<file path="src/rtl/env_trap_unit_pkg.sv">
// Shared constants for the machine-mode trap responder: CSR addresses,
// mcause codes, mstatus bit positions and the trap FSM state encoding.
package csr_pkg;

    localparam logic [11:0] CSR_MSTATUS  = 12'h300;
    localparam logic [11:0] CSR_MTVEC    = 12'h305;
    localparam logic [11:0] CSR_MSCRATCH = 12'h340;
    localparam logic [11:0] CSR_MEPC     = 12'h341;
    localparam logic [11:0] CSR_MCAUSE   = 12'h342;
    localparam logic [11:0] CSR_MTVAL    = 12'h343;

    localparam logic [31:0] CAUSE_ECALL_M    = 32'd11;
    localparam logic [31:0] CAUSE_BREAKPOINT = 32'd3;

    localparam int MSTATUS_MIE  = 3;
    localparam int MSTATUS_MPIE = 7;

    typedef enum logic [1:0] {
        IDLE     = 2'd0,
        SAVE     = 2'd1,
        REDIRECT = 2'd2,
        RET      = 2'd3
    } trap_state_t;

endpackage

</file>
<file path="src/rtl/env_trap_csr_file.sv">
// M-mode CSR storage for the trap unit: read mux, write masking, and the
// rule that FSM-driven trap/return updates beat software CSR writes.
import csr_pkg::*;

module env_trap_csr_file #(
    parameter logic [31:0] RESET_MTVEC = 32'h0000_0100,
    parameter logic        RESET_MIE   = 1'b0
) (
    input  logic        clk,
    input  logic        rst_n,
    input  logic [11:0] csr_addr,
    input  logic        csr_we,
    input  logic [31:0] csr_wdata,
    output logic [31:0] csr_rdata,
    input  logic        save_en,
    input  logic [31:0] save_pc,
    input  logic [31:0] save_cause,
    input  logic [31:0] save_tval,
    input  logic        ret_en,
    output logic [31:0] mtvec,
    output logic [31:0] mepc
);

    localparam logic [31:0] MTVEC_INIT = RESET_MTVEC & ~32'd3;

    logic [31:0] mscratch;
    logic [31:0] mcause;
    logic [31:0] mtval;
    logic        mie;
    logic        mpie;

    // Software writes are applied first; the FSM updates below are later
    // non-blocking assignments to the same registers and therefore win.
    always_ff @(posedge clk) begin
        if (!rst_n) begin
            mtvec    <= MTVEC_INIT;
            mepc     <= '0;
            mcause   <= '0;
            mtval    <= '0;
            mscratch <= '0;
            mie      <= RESET_MIE;
            mpie     <= 1'b0;
        end else begin
            if (csr_we) begin
                case (csr_addr)
                    CSR_MSTATUS: begin
                        mie  <= csr_wdata[MSTATUS_MIE];
                        mpie <= csr_wdata[MSTATUS_MPIE];
                    end
                    CSR_MTVEC:    mtvec    <= csr_wdata & ~32'd3;
                    CSR_MSCRATCH: mscratch <= csr_wdata;
                    CSR_MEPC:     mepc     <= csr_wdata & ~32'd3;
                    CSR_MCAUSE:   mcause   <= csr_wdata;
                    CSR_MTVAL:    mtval    <= csr_wdata;
                    default: ;
                endcase
            end
            if (save_en) begin
                mepc   <= save_pc & ~32'd3;
                mcause <= save_cause;
                mtval  <= save_tval;
                mpie   <= mie;
                mie    <= 1'b0;
            end
            if (ret_en) begin
                mie  <= mpie;
                mpie <= 1'b1;
            end
        end
    end

    always_comb begin
        csr_rdata = '0;
        case (csr_addr)
            CSR_MSTATUS: begin
                csr_rdata[MSTATUS_MIE]  = mie;
                csr_rdata[MSTATUS_MPIE] = mpie;
            end
            CSR_MTVEC:    csr_rdata = mtvec;
            CSR_MSCRATCH: csr_rdata = mscratch;
            CSR_MEPC:     csr_rdata = mepc;
            CSR_MCAUSE:   csr_rdata = mcause;
            CSR_MTVAL:    csr_rdata = mtval;
            default:      csr_rdata = '0;
        endcase
    end

endmodule

</file>
<file path="src/rtl/env_trap_unit.sv">
// Machine-mode trap responder: takes ECALL/EBREAK/MRET requests from the
// execute stage, saves trap state into the CSRs and issues a PC redirect.
import csr_pkg::*;

module env_trap_unit #(
    parameter logic [31:0] RESET_MTVEC = 32'h0000_0100,
    parameter logic        RESET_MIE   = 1'b0
) (
    input  logic        clk,
    input  logic        rst_n,
    input  logic        trap_req,
    input  logic [31:0] trap_cause,
    input  logic [31:0] trap_pc,
    input  logic [31:0] trap_tval,
    input  logic        mret_req,
    input  logic [11:0] csr_addr,
    input  logic        csr_we,
    input  logic [31:0] csr_wdata,
    output logic [31:0] csr_rdata,
    output logic        busy,
    output logic        trap_done,
    output logic        trap_overrun,
    output logic        reg_pc_w_op,
    output logic [31:0] reg_pc_w_val
);

    trap_state_t state_q;
    trap_state_t state_d;

    logic [31:0] latched_pc;
    logic [31:0] latched_cause;
    logic [31:0] latched_tval;
    logic        overrun_q;

    logic        save_en;
    logic        ret_en;
    logic        pc_op;
    logic [31:0] pc_val;
    logic        done;
    logic [31:0] mtvec;
    logic [31:0] mepc;

    always_ff @(posedge clk) begin
        if (!rst_n) begin
            state_q       <= IDLE;
            latched_pc    <= '0;
            latched_cause <= '0;
            latched_tval  <= '0;
            overrun_q     <= 1'b0;
        end else begin
            state_q <= state_d;
            if (state_q == IDLE && trap_req) begin
                latched_pc    <= trap_pc;
                latched_cause <= trap_cause;
                latched_tval  <= trap_tval;
            end
            if (state_q != IDLE && (trap_req || mret_req)) begin
                overrun_q <= 1'b1;
            end
        end
    end

    // A simultaneous trap and MRET in IDLE takes the trap; the MRET is dropped.
    always_comb begin
        state_d = state_q;
        save_en = 1'b0;
        ret_en  = 1'b0;
        pc_op   = 1'b0;
        pc_val  = '0;
        done    = 1'b0;
        case (state_q)
            IDLE: begin
                if (trap_req) begin
                    state_d = SAVE;
                end else if (mret_req) begin
                    state_d = RET;
                end
            end
            SAVE: begin
                save_en = 1'b1;
                state_d = REDIRECT;
            end
            REDIRECT: begin
                pc_op   = 1'b1;
                pc_val  = mtvec;
                done    = 1'b1;
                state_d = IDLE;
            end
            RET: begin
                ret_en  = 1'b1;
                pc_op   = 1'b1;
                pc_val  = mepc;
                done    = 1'b1;
                state_d = IDLE;
            end
            default: state_d = IDLE;
        endcase
    end

    // Outputs are forced low while reset is held so an aborted redirect never leaks.
    assign busy         = rst_n && (state_q != IDLE);
    assign trap_done    = rst_n && done;
    assign trap_overrun = rst_n && overrun_q;
    assign reg_pc_w_op  = rst_n && pc_op;
    assign reg_pc_w_val = rst_n ? pc_val : 32'd0;

    env_trap_csr_file #(
        .RESET_MTVEC (RESET_MTVEC),
        .RESET_MIE   (RESET_MIE)
    ) u_csr_file (
        .clk        (clk),
        .rst_n      (rst_n),
        .csr_addr   (csr_addr),
        .csr_we     (csr_we),
        .csr_wdata  (csr_wdata),
        .csr_rdata  (csr_rdata),
        .save_en    (save_en && rst_n),
        .save_pc    (latched_pc),
        .save_cause (latched_cause),
        .save_tval  (latched_tval),
        .ret_en     (ret_en && rst_n),
        .mtvec      (mtvec),
        .mepc       (mepc)
    );

endmodule

</file>
<file path="config.mk">
export PLATFORM = sky130hd
export DESIGN_NAME = env_trap_unit
export DESIGN_NICKNAME = d
export VERILOG_FILES = /design/src/rtl/env_trap_unit_pkg.sv /design/src/rtl/env_trap_csr_file.sv /design/src/rtl/env_trap_unit.sv
export SDC_FILE = /design/constraint.sdc
export NUM_CORES = 1
export LEC_CHECK = 0
export BUFFER_PORTS_ARGS = -buffer_cell sky130_fd_sc_hd__buf_2
export CAP_MARGIN = 25
export CORE_UTILIZATION = 60
export CTS_BUF_LIST = sky130_fd_sc_hd__clkbuf_16
export DETAILED_ROUTE_END_ITERATION = 7
export PLACE_DENSITY = 0.85
export SLEW_MARGIN = 40
export SYNTH_ARGS = -nofsm -noshare
export SYNTH_HDL_FRONTEND = slang
export SYNTH_SLANG_ARGS = --single-unit
</file>
<file path="constraint.sdc">
create_clock -name clk -period 4.2 [get_ports clk]
set_clock_uncertainty 0.15 [all_clocks]
set_input_delay 0.63 -clock clk [delete_from_list [all_inputs] [get_ports clk]]
set_output_delay 0.63 -clock clk [all_outputs]
set_load 0.01 [all_outputs]
</file>
**After elaboration in Yosys (flattened, before gate mapping)**

Cells that the tools add are included.

- Memories: 0
- Memory bits (writable): 0
- Input bits: 145
- Latch bits: 0
- Bits in read-only memories: 0
- Bits in registers: 257
- Output and inout bits: 68

- Multipliers: 0
- $lt $le $gt $ge: 0
- Bitwise logic cells: 0
- Div/mod/pow operators: 0
- Reductions and logical operators: 23
- Add/sub/neg operators: 0
- Muxes and demuxes: 30
- Equal/unequal tests: 10
- Shift-type cells: 0

Operator list:

| operator | number |
|---|---|
| 32-bit two-way mux | 10 |
| 24-bit case mux with 5 select lines | 1 |
| 12-bit by 10-bit == test with 1-bit output, second input constant | 6 |
| 32-bit case mux with 2 select lines | 1 |
| 3-bit case mux with 5 select lines | 2 |
| 1-bit case mux with 6 select lines | 2 |
| 2-bit AND reduction | 6 |
| 1-bit two-way mux | 11 |
| 2-bit nonzero test | 5 |
| 1-bit logical AND | 7 |
| 2-bit case mux with 3 select lines | 1 |
| 3-bit nonzero test | 2 |
| 2-bit == test, second input constant | 2 |
| 2-bit two-way mux | 2 |
| 3-bit != test, second input constant | 1 |
| 2-bit by 1-bit == test with 1-bit output, second input constant | 1 |
| 2-bit logical NOT | 1 |
| 2-bit OR reduction | 1 |
| 1-bit logical OR | 1 |

**Logic depth before layout (Yosys ltp)**

Gate-level depths: netlist of the first run.

- Word-level depth: 5
- Mapped depth: 7
- Gate-level depth less buffers: 4

**Cells and area by module**

From an unflattened synthesis of the first run, not the netlist that was laid out.

- Cell total of the unflattened synthesis: 1434
- Area, all modules: 12278.0 um^2

By module, submodules not included:

| module | cells each | area each (um^2) | instances |
|---|---|---|---|
| env_trap_csr_file | 928 | 7807.5 | 1 |
| env_trap_unit | 506 | 4470.5 | 1 |

**Worst setup path after synthesis of the first run**

Ideal clock, no wire load.

- Path kind: input to output
- From: input csr_addr[11]
- To: output csr_rdata[17]
- Required time: 3420 ps
- Data arrival time: 2017 ps
- Stages on the path: 6
- Path slack: 1403 ps
- Cells stage by stage: or4bb_4 > nor3_1 > and3_1 > buf_6 > buf_12 > a22o_1

- Cells in the longest elaborated chain, start to end: 2

Ends and longest elaborated chain:

| element | line | text |
|---|---|---|
| from (decl) | env_trap_unit.sv:16 | `input logic [11:0] csr_addr,` |
| 12-bit by 10-bit == test with 1-bit output | env_trap_csr_file.sv:74 | `case (csr_addr)` |
| 24-bit case mux with 5 select lines (*) | env_trap_csr_file.sv:74 |  |
| to (decl) | env_trap_unit.sv:19 | `output logic [31:0] csr_rdata,` |

Every way passes the cells marked *; elsewhere a longest branch is shown, timed or not.

**Worst setup path after layout of the first run**

- From: input csr_addr[11]
- To: output csr_rdata[27]

Same word-level chain as after synthesis.

==> results.txt, run 1 <==
----------------------------------------------------
[Synth]
  Async set-or-reset flop fraction in the synthesized netlist ... 0%
  Cell variety after synth ... 42
  Synth Area per Inst ... 8.03 um^2
  Post-synth top area share ... 44.0%
  Sequential-to-total area share from yosys stat ... 44.0%
  Library cell with the highest instance count after synthesis ... nand2_1
  Post-Synthesis Cells ... 1445
  Main synth FF type ... dfxtp_1
  Cells taking the most area after synthesis ... dfxtp_1 (44%), nand2_1 (10%), mux2i_1 (9.5%)
  Combined area of all synthesized cells ... 0.0116 mm^2
  Synth warn ... 0
  Synthesis-stage register bit count ... 255
  Number of synthesized flops with an enable pin ... 0
  Cell type with the highest aggregate area in the netlist ... dfxtp_1
  Leading post-synthesis cells by instance count ... nand2_1 (311), dfxtp_1 (255), a21oi_1 (156)

[Clock tree]
  Clock Tree Buf Depth ... 3
  Post-CTS setup buffer count ... 0
  Number of hold buffers added after CTS ... 0
  Number of buffers created by CTS ... 26
  Resized cells post-CTS ... 0
  Reg clk slew, reported paths ... 0.06 ns
  H-tree levels ... 1
  Clock insertion delay at the later pin of the skew report ... 0.52 ns
  Clock tree root driver cell ... clkbuf_16
  Clock Sinks ... 255
  TritonCTS clock tree ... yes

[Route]
  DR vias ... 11300
  Pre-Repair DR Iteration Count ... 6
  Post-DRT Antenna Nets ... 0
  Iteration-0 DRC count of the detailed router ... 1456
  Remaining routing DRC violations ... 0
  Wire length per cell after detailed routing ... 19.0 um
  Post-DR vias/cell ... 6.11
  DRT Wirelength ... 35200 um

[Critical path]
  Critical path class ... input pin to output port
  CP endpoint kind ... output port
  Required time of the critical path ... 3.42 ns
  Reg-to-reg setup timing slack ... 1.67 ns
  Largest driver fanout on the critical path ... 18
  Worst r2r src ... state_q[1]$_SDFFE_PN0P_
  Arrival time at the worst endpoint ... 2.83 ns
  Worst r2r dst ... u_csr_file.mtval[28]$_SDFFE_PN0P_
  Reg2reg path depth ... 4
  Kind of start point of the critical path ... input pin

[Placed design]
  Global placer's final weighted congestion ... 0.871
  Post-Place Cells ... 1801
  Post-place instance area ... 0.0126 mm^2
  Final HPWL from detailed placement ... 22500 um
  Buffers on Ports ... 208
  Dpl ws ... 0.664 ns

[STA]
  Hold Slack ... 0.189 ns
  Final period demand of the worst path ... 3.61 ns
  Final count of negative-setup-slack endpoints ... 0
  Relative slew slack ... 45.0%
  Max-slew violation count ... 0
  Fin. Hold Viols ... 0
  Achievable frequency ... 0.277 GHz
  Post-route fraction of the period consumed by the critical path ... 86.0%
  Slew at the pin closest to its max-slew limit ... 0.825 ns
  Fin Setup TNS ... 0 ns
  Final WS setup ... 0.586 ns
  Setup repair after global routing missed its margin ... false

[GRT]
  M2 GR Usage ... 49.2%
  GR Overflow Total ... 0
  Wire length of the first global-routing pass ... 53500 um
  GRT met1 Usage ... 51.2%
  Initial antenna violation count ... 2
  Met3 capacity usage during global routing ... 7.57%
  Maximum number of pins on one net before global-route repair ... 97
  GRT Total Usage ... 34.4%
  Most congested layer reported by global routing ... met1
  Vias in the first global route ... 9966

[Cells and area]
  Post-layout nets ... 1714
  Layout Cells excl Fill ... 1851
  Fraction of final layout cells with drive strength greater than 1 ... 17.7%
  Area growth from synthesis to final layout ... 15.0%
  Post-route design area ... 0.0133 mm^2
  Fraction of the core area covered by cells at the end of the flow ... 70.9%

[Hold path]
  Endpoint of the worst hold path ... latched_pc[22]$_SDFFE_PN0P_
  Type of the worst min-delay path ... input pin to flip-flop
  Number of cells on the worst hold path ... 3
  Hold Startpoint ... trap_pc[22]

[Floorplan]
  Width of the die ... 141 um
  Count of pins on the block boundary ... 213
  Starting density of the core ... 61.6%
  Area enclosed by the die boundary ... 0.0199 mm^2
  Floorplan row count ... 50
  Core outline area ... 0.0188 mm^2
  Vertical die dimension ... 141 um

[Job]
  Max Cap Viol ... 0

[Outcome]
  Outcome ... finished clean

[Power]
  Sequential fraction of design power ... 49.3%
  Sw Share ... 26.6%
  Max rail drop VDD ... 0.000333 V
  Internal power summed over all cells ... 3.91 mW
  Combinational power share ... 11.5%
  Leak Pwr ... 5.13 nW
  Pwr/cell area ... 399 mW/mm^2
  Switching Power ... 1.41 mW
  Final Power ... 5.32 mW
  Portion of total power attributed to the clock network ... 39.3%

----------------------------------------------------
==> power by group through the flow <==
stage	combinational, mW	clock, mW	sequential, mW
finish	0.611	2.09	2.62
global route	0.663	2.20	2.63
CTS	0.595	2.10	2.62
detailed placement	0.591	0	2.67
global placement	0.580	0	2.66
floorplan	0.391	0	2.63
==> layout make-up <==
| class | instances | area, um^2 |
|---|---|---|
| Multi-Input combinational cell | 1053 | 5900 |
| Fill cell | 1540 | 5480 |
| Sequential cell | 255 | 5110 |
| Timing Repair Buffer | 230 | 1230 |
| Clock buffer | 27 | 676 |
| Tap cell | 260 | 325 |
| Clock inverter | 21 | 87.6 |
| Inverter | 3 | 16.3 |
| Antenna cell | 2 | 5.00 |
==> critical path, cell delays in order <==
cell and delay (ns):
buf_2 0.10, or4bb_4 0.58, nor3_1 0.31, and3_1 0.55, buf_4 0.34, a22o_1 0.18, buf_2 0.13
==> cells in the final DEF (no fill, tap or decap), drive strengths merged <==
cell type  Yosys  routed
or4b           1       1
nor4b          1       1
clkbuf        93      27
a31oi         20      20
buf           42     230
or2            1       1
or4            2       2
a22o          29      29
a21boi         1       1
nor3b         66      66
diode          0       2
clkinvlp       0       1
nand3          1       1
and4           2       2
nand2        311     311
nor4           4       4
and3           3       3
clkinv         0      15
nand4b         1       1
nand4          5       5
or4bb          1       1
and2           2       2
o22ai         24      24
a21oi        156     156
nor2b          2       2
nand2b         1       1
dfxtp        255     255
inv            3       8
nor2          73      73
nor3         131     131
conb           1       2
mux4           6       6
mux2i        110     110
and4bb         1       1
o21ai         95      95
or3            1       1
==> cell families after synthesis <==
| kind of cell | Yosys count | share of synthesized area [%] |
|---|---|---|
| AOI/OAI and AO/OA | 325 | 15.5 |
| buffers and inverters | 138 | 5.32 |
| DFF | 255 | 44.0 |
| muxes | 116 | 10.7 |
| other | 1 | 0.0323 |
| and+or+nand+nor | 610 | 24.6 |
==> sequential cells by signal, summed over array words and instances, names as in the netlist, 30 cells and up <==
register,flops
u_csr_file.mtvec,30
u_csr_file.mcause,32
latched_pc,30
latched_cause,32
u_csr_file.mepc,30
u_csr_file.mscratch,32
u_csr_file.mtval,32
latched_tval,32
==> how the worst max path moves through the flow <==
stage	start	endpoint	slack [ns]	depth (start not counted)
6_report	csr_addr[11]	csr_rdata[27]	0.59	7
5_1_grt	csr_addr[11]	csr_rdata[27]	0.51	7
4_1_cts	csr_addr[11]	csr_rdata[13]	0.65	7
3_5_place_dp	csr_addr[11]	csr_rdata[13]	0.66	7
3_3_place_gp	csr_addr[11]	csr_rdata[28]	0.70	7
2_1_floorplan	csr_addr[11]	csr_rdata[17]	1.40	6
==> routing by layer <==
metal	part of all wire [%]	vias to the layer above
met5	0	-
li1	-	5276
met4	3.0	0
met2	42	690
met1	43	5247
met3	12	89
Power figures use the tool's default switching activity.
==> run 2: changes to the inputs <==
--- a/config.mk
+++ b/config.mk
@@ -7,10 +7,10 @@
 export LEC_CHECK = 0
 export BUFFER_PORTS_ARGS = -buffer_cell sky130_fd_sc_hd__buf_2
 export CAP_MARGIN = 25
-export CORE_UTILIZATION = 60
+export CORE_UTILIZATION = 56
 export CTS_BUF_LIST = sky130_fd_sc_hd__clkbuf_16
 export DETAILED_ROUTE_END_ITERATION = 7
-export PLACE_DENSITY = 0.85
+export PLACE_DENSITY = 0.8
 export SLEW_MARGIN = 40
 export SYNTH_ARGS = -nofsm -noshare
 export SYNTH_HDL_FRONTEND = slang
==> constraint.sdc (replaced) <==
create_clock -name clk -period 3.4 [get_ports clk]
set_clock_uncertainty 0.15 [all_clocks]
set_input_delay 0.51 -clock clk [delete_from_list [all_inputs] [get_ports clk]]
set_output_delay 0.51 -clock clk [all_outputs]
set_load 0.01 [all_outputs]
==> results.txt, run 2 (synthesized netlist as in run 1, its figures left out) <==
----------------------------------------------------
[Floorplan]
  Count of pins on the block boundary ... 213
  Vertical die dimension ... 146 um
  Starting density of the core ... 57.2%
  Width of the die ... 146 um
  Core outline area ... 0.0203 mm^2
  Floorplan row count ... 52
  Area enclosed by the die boundary ... 0.0213 mm^2

[Cells and area]
  Leading cell type in the layout, fill and taps excluded ... nand2_1
  Filler cell count in the final layout ... 1818
  Most used cells in the layout excluding fill and tap cells ... nand2_1 (310), dfxtp_1 (254), buf_2 (207)
  Fraction of final layout cells with drive strength greater than 1 ... 18.5%
  Area growth from synthesis to final layout ... 16.3%
  Fraction of the core area covered by cells at the end of the flow ... 66.5%
  Post-layout nets ... 1720

[Clock tree]
  TritonCTS clock tree ... yes
  Number of buffers created by CTS ... 26
  Clock tree root driver cell ... clkbuf_16
  Clock Sinks ... 255
  Number of hold buffers added after CTS ... 0
  Clock Tree Buf Depth ... 3
  Resized cells post-CTS ... 0
  H-tree levels ... 1
  Post-CTS setup buffer count ... 0
  Reg clk slew, reported paths ... 0.06 ns
  Clock insertion delay at the later pin of the skew report ... 0.54 ns

[Route]
  DRT Wirelength ... 35500 um
  Wire length per cell after detailed routing ... 19.0 um
  Iteration-0 DRC count of the detailed router ... 1225
  Post-DRT Antenna Nets ... 0
  Post-DR vias/cell ... 5.97
  DR vias ... 11100
  Pre-Repair DR Iteration Count ... 5
  Remaining routing DRC violations ... 0

[Critical path]
  Arrival time at the worst endpoint ... 2.43 ns
  Reg-to-reg setup timing slack ... 1.10 ns
  Kind of start point of the critical path ... input pin
  CP endpoint kind ... output port
  Largest driver fanout on the critical path ... 19
  Critical path class ... input pin to output port
  Worst r2r dst ... u_csr_file.mcause[1]$_SDFFE_PN0P_
  Required time of the critical path ... 2.74 ns
  Critical path destination ... csr_rdata[25]
  Worst r2r src ... state_q[0]$_SDFFE_PN0P_
  First element of the critical path ... csr_addr[11]
  Reg2reg path depth ... 5

[GRT]
  GR Overflow Total ... 0
  Maximum number of pins on one net before global-route repair ... 137
  Vias in the first global route ... 9782
  Wire length of the first global-routing pass ... 54500 um
  GRT Total Usage ... 32.3%
  Initial antenna violation count ... 1

[STA]
  Achievable frequency ... 0.323 GHz
  Fin Setup TNS ... 0 ns
  Relative slew slack ... 51.4%
  Fin. Hold Viols ... 0
  Post-route fraction of the period consumed by the critical path ... 91.0%
  Max-slew violation count ... 0
  Final count of negative-setup-slack endpoints ... 0
  Setup repair after global routing missed its margin ... false
  Final period demand of the worst path ... 3.09 ns
  Slew at the pin closest to its max-slew limit ... 0.727 ns

[Placed design]
  Final HPWL from detailed placement ... 23100 um
  Buffers on Ports ... 208
  Global placer's final weighted congestion ... 0.857

[Power]
  Sw Share ... 26.2%
  Leak Pwr ... 5.19 nW
  Combinational power share ... 11.1%
  Switching Power ... 1.79 mW
  Portion of total power attributed to the clock network ... 41.3%
  Sequential fraction of design power ... 47.6%
  Max rail drop VDD ... 0.000408 V
  Pwr/cell area ... 504 mW/mm^2
  Internal power summed over all cells ... 5.02 mW

[Outcome]
  Outcome ... finished clean

[Job]
  Max Cap Viol ... 0

[Hold path]
  Type of the worst min-delay path ... input pin to flip-flop

----------------------------------------------------
[run 2: cell types whose count changed in the layout (fill, tap and decap cells not counted), sizes merged]
cell      delta
inv          -3
clkinv       -2
clkbuf       -1
clkinvlp     +1
buf          +6
bufinv       +3
[run 2: critical path: stages]
cell and delay [ns]:
buf_2 0.10, or4bb_4 0.58, nor3_1 0.30, and3_1 0.24
buf_4 0.28, a22o_1 0.25, buf_2 0.15
[run 2: how the worst min path moves through the flow]
stage / end / cells past startpoint / startpoint / slack, ns
2_1_floorplan: u_csr_file.mtval[7]$_SDFFE_PN0P_ / 2 / u_csr_file.mtval[7]$_SDFFE_PN0P_ / 0.28
3_3_place_gp: u_csr_file.mtval[25]$_SDFFE_PN0P_ / 2 / u_csr_file.mtval[25]$_SDFFE_PN0P_ / 0.29
5_1_grt: latched_tval[23]$_SDFFE_PN0P_ / 3 / trap_tval[23] / 0.05
6_report: latched_cause[28]$_SDFFE_PN0P_ / 3 / trap_cause[28] / 0.05
3_5_place_dp: latched_pc[10]$_SDFFE_PN0P_ / 2 / latched_pc[10]$_SDFFE_PN0P_ / 0.29
4_1_cts: latched_tval[23]$_SDFFE_PN0P_ / 3 / trap_tval[23] / 0.05
[run 2: final cells by class]
class                           count  area [um^2]  share of cell area, %
Multi-Input combinational cell   1053         5900                   43.7
Sequential cell                   255         5110                   37.8
Timing Repair Buffer              236         1310                   9.68
Clock buffer                       26          651                   4.82
Tap cell                          270          338                   2.50
Clock inverter                     20          181                   1.34
Inverter                            3         13.8                  0.102
Antenna cell                        2         5.00                 0.0371
[run 2: per-layer routing]
layer  GRT usage [%]  wire length (um)  up-vias
met1            48.7             16000     5212
met4            9.74               841        0
met3            5.89              3750       58
met2            46.4             14800      584
li1                -                 -     5282
met5               0                 0        -
[run 2: power groups by stage]
stage          combinational [mW]  clock (mW)  sequential, mW
2_1_floorplan               0.483           0            3.25
3_3_place_gp                0.726           0            3.29
3_5_place_dp                0.740           0            3.30
4_1_cts                     0.745        2.82            3.23
5_1_grt                     0.828        2.96            3.25
6_report                    0.757        2.81            3.24
[run 2: through the flow]
| stage | power (mW) | cells | setup slack [ns] | hold WS (ns) | area, um^2 |
|---|---|---|---|---|---|
| floorplan | 3.74 | 1446 | 0.843 | 0.277 | 11600 |
| global placement | 4.02 | 1817 | 0.356 | 0.288 | 12700 |
| detailed placement | 4.04 | 1817 | 0.362 | 0.295 | 12700 |
| CTS | 6.80 | 1863 | 0.357 | 0.0484 | 13500 |
| global route | 7.04 | 1864 | 0.254 | 0.0491 | 13500 |
| finish | 6.81 | 1865 | 0.307 | 0.0505 | 13500 |
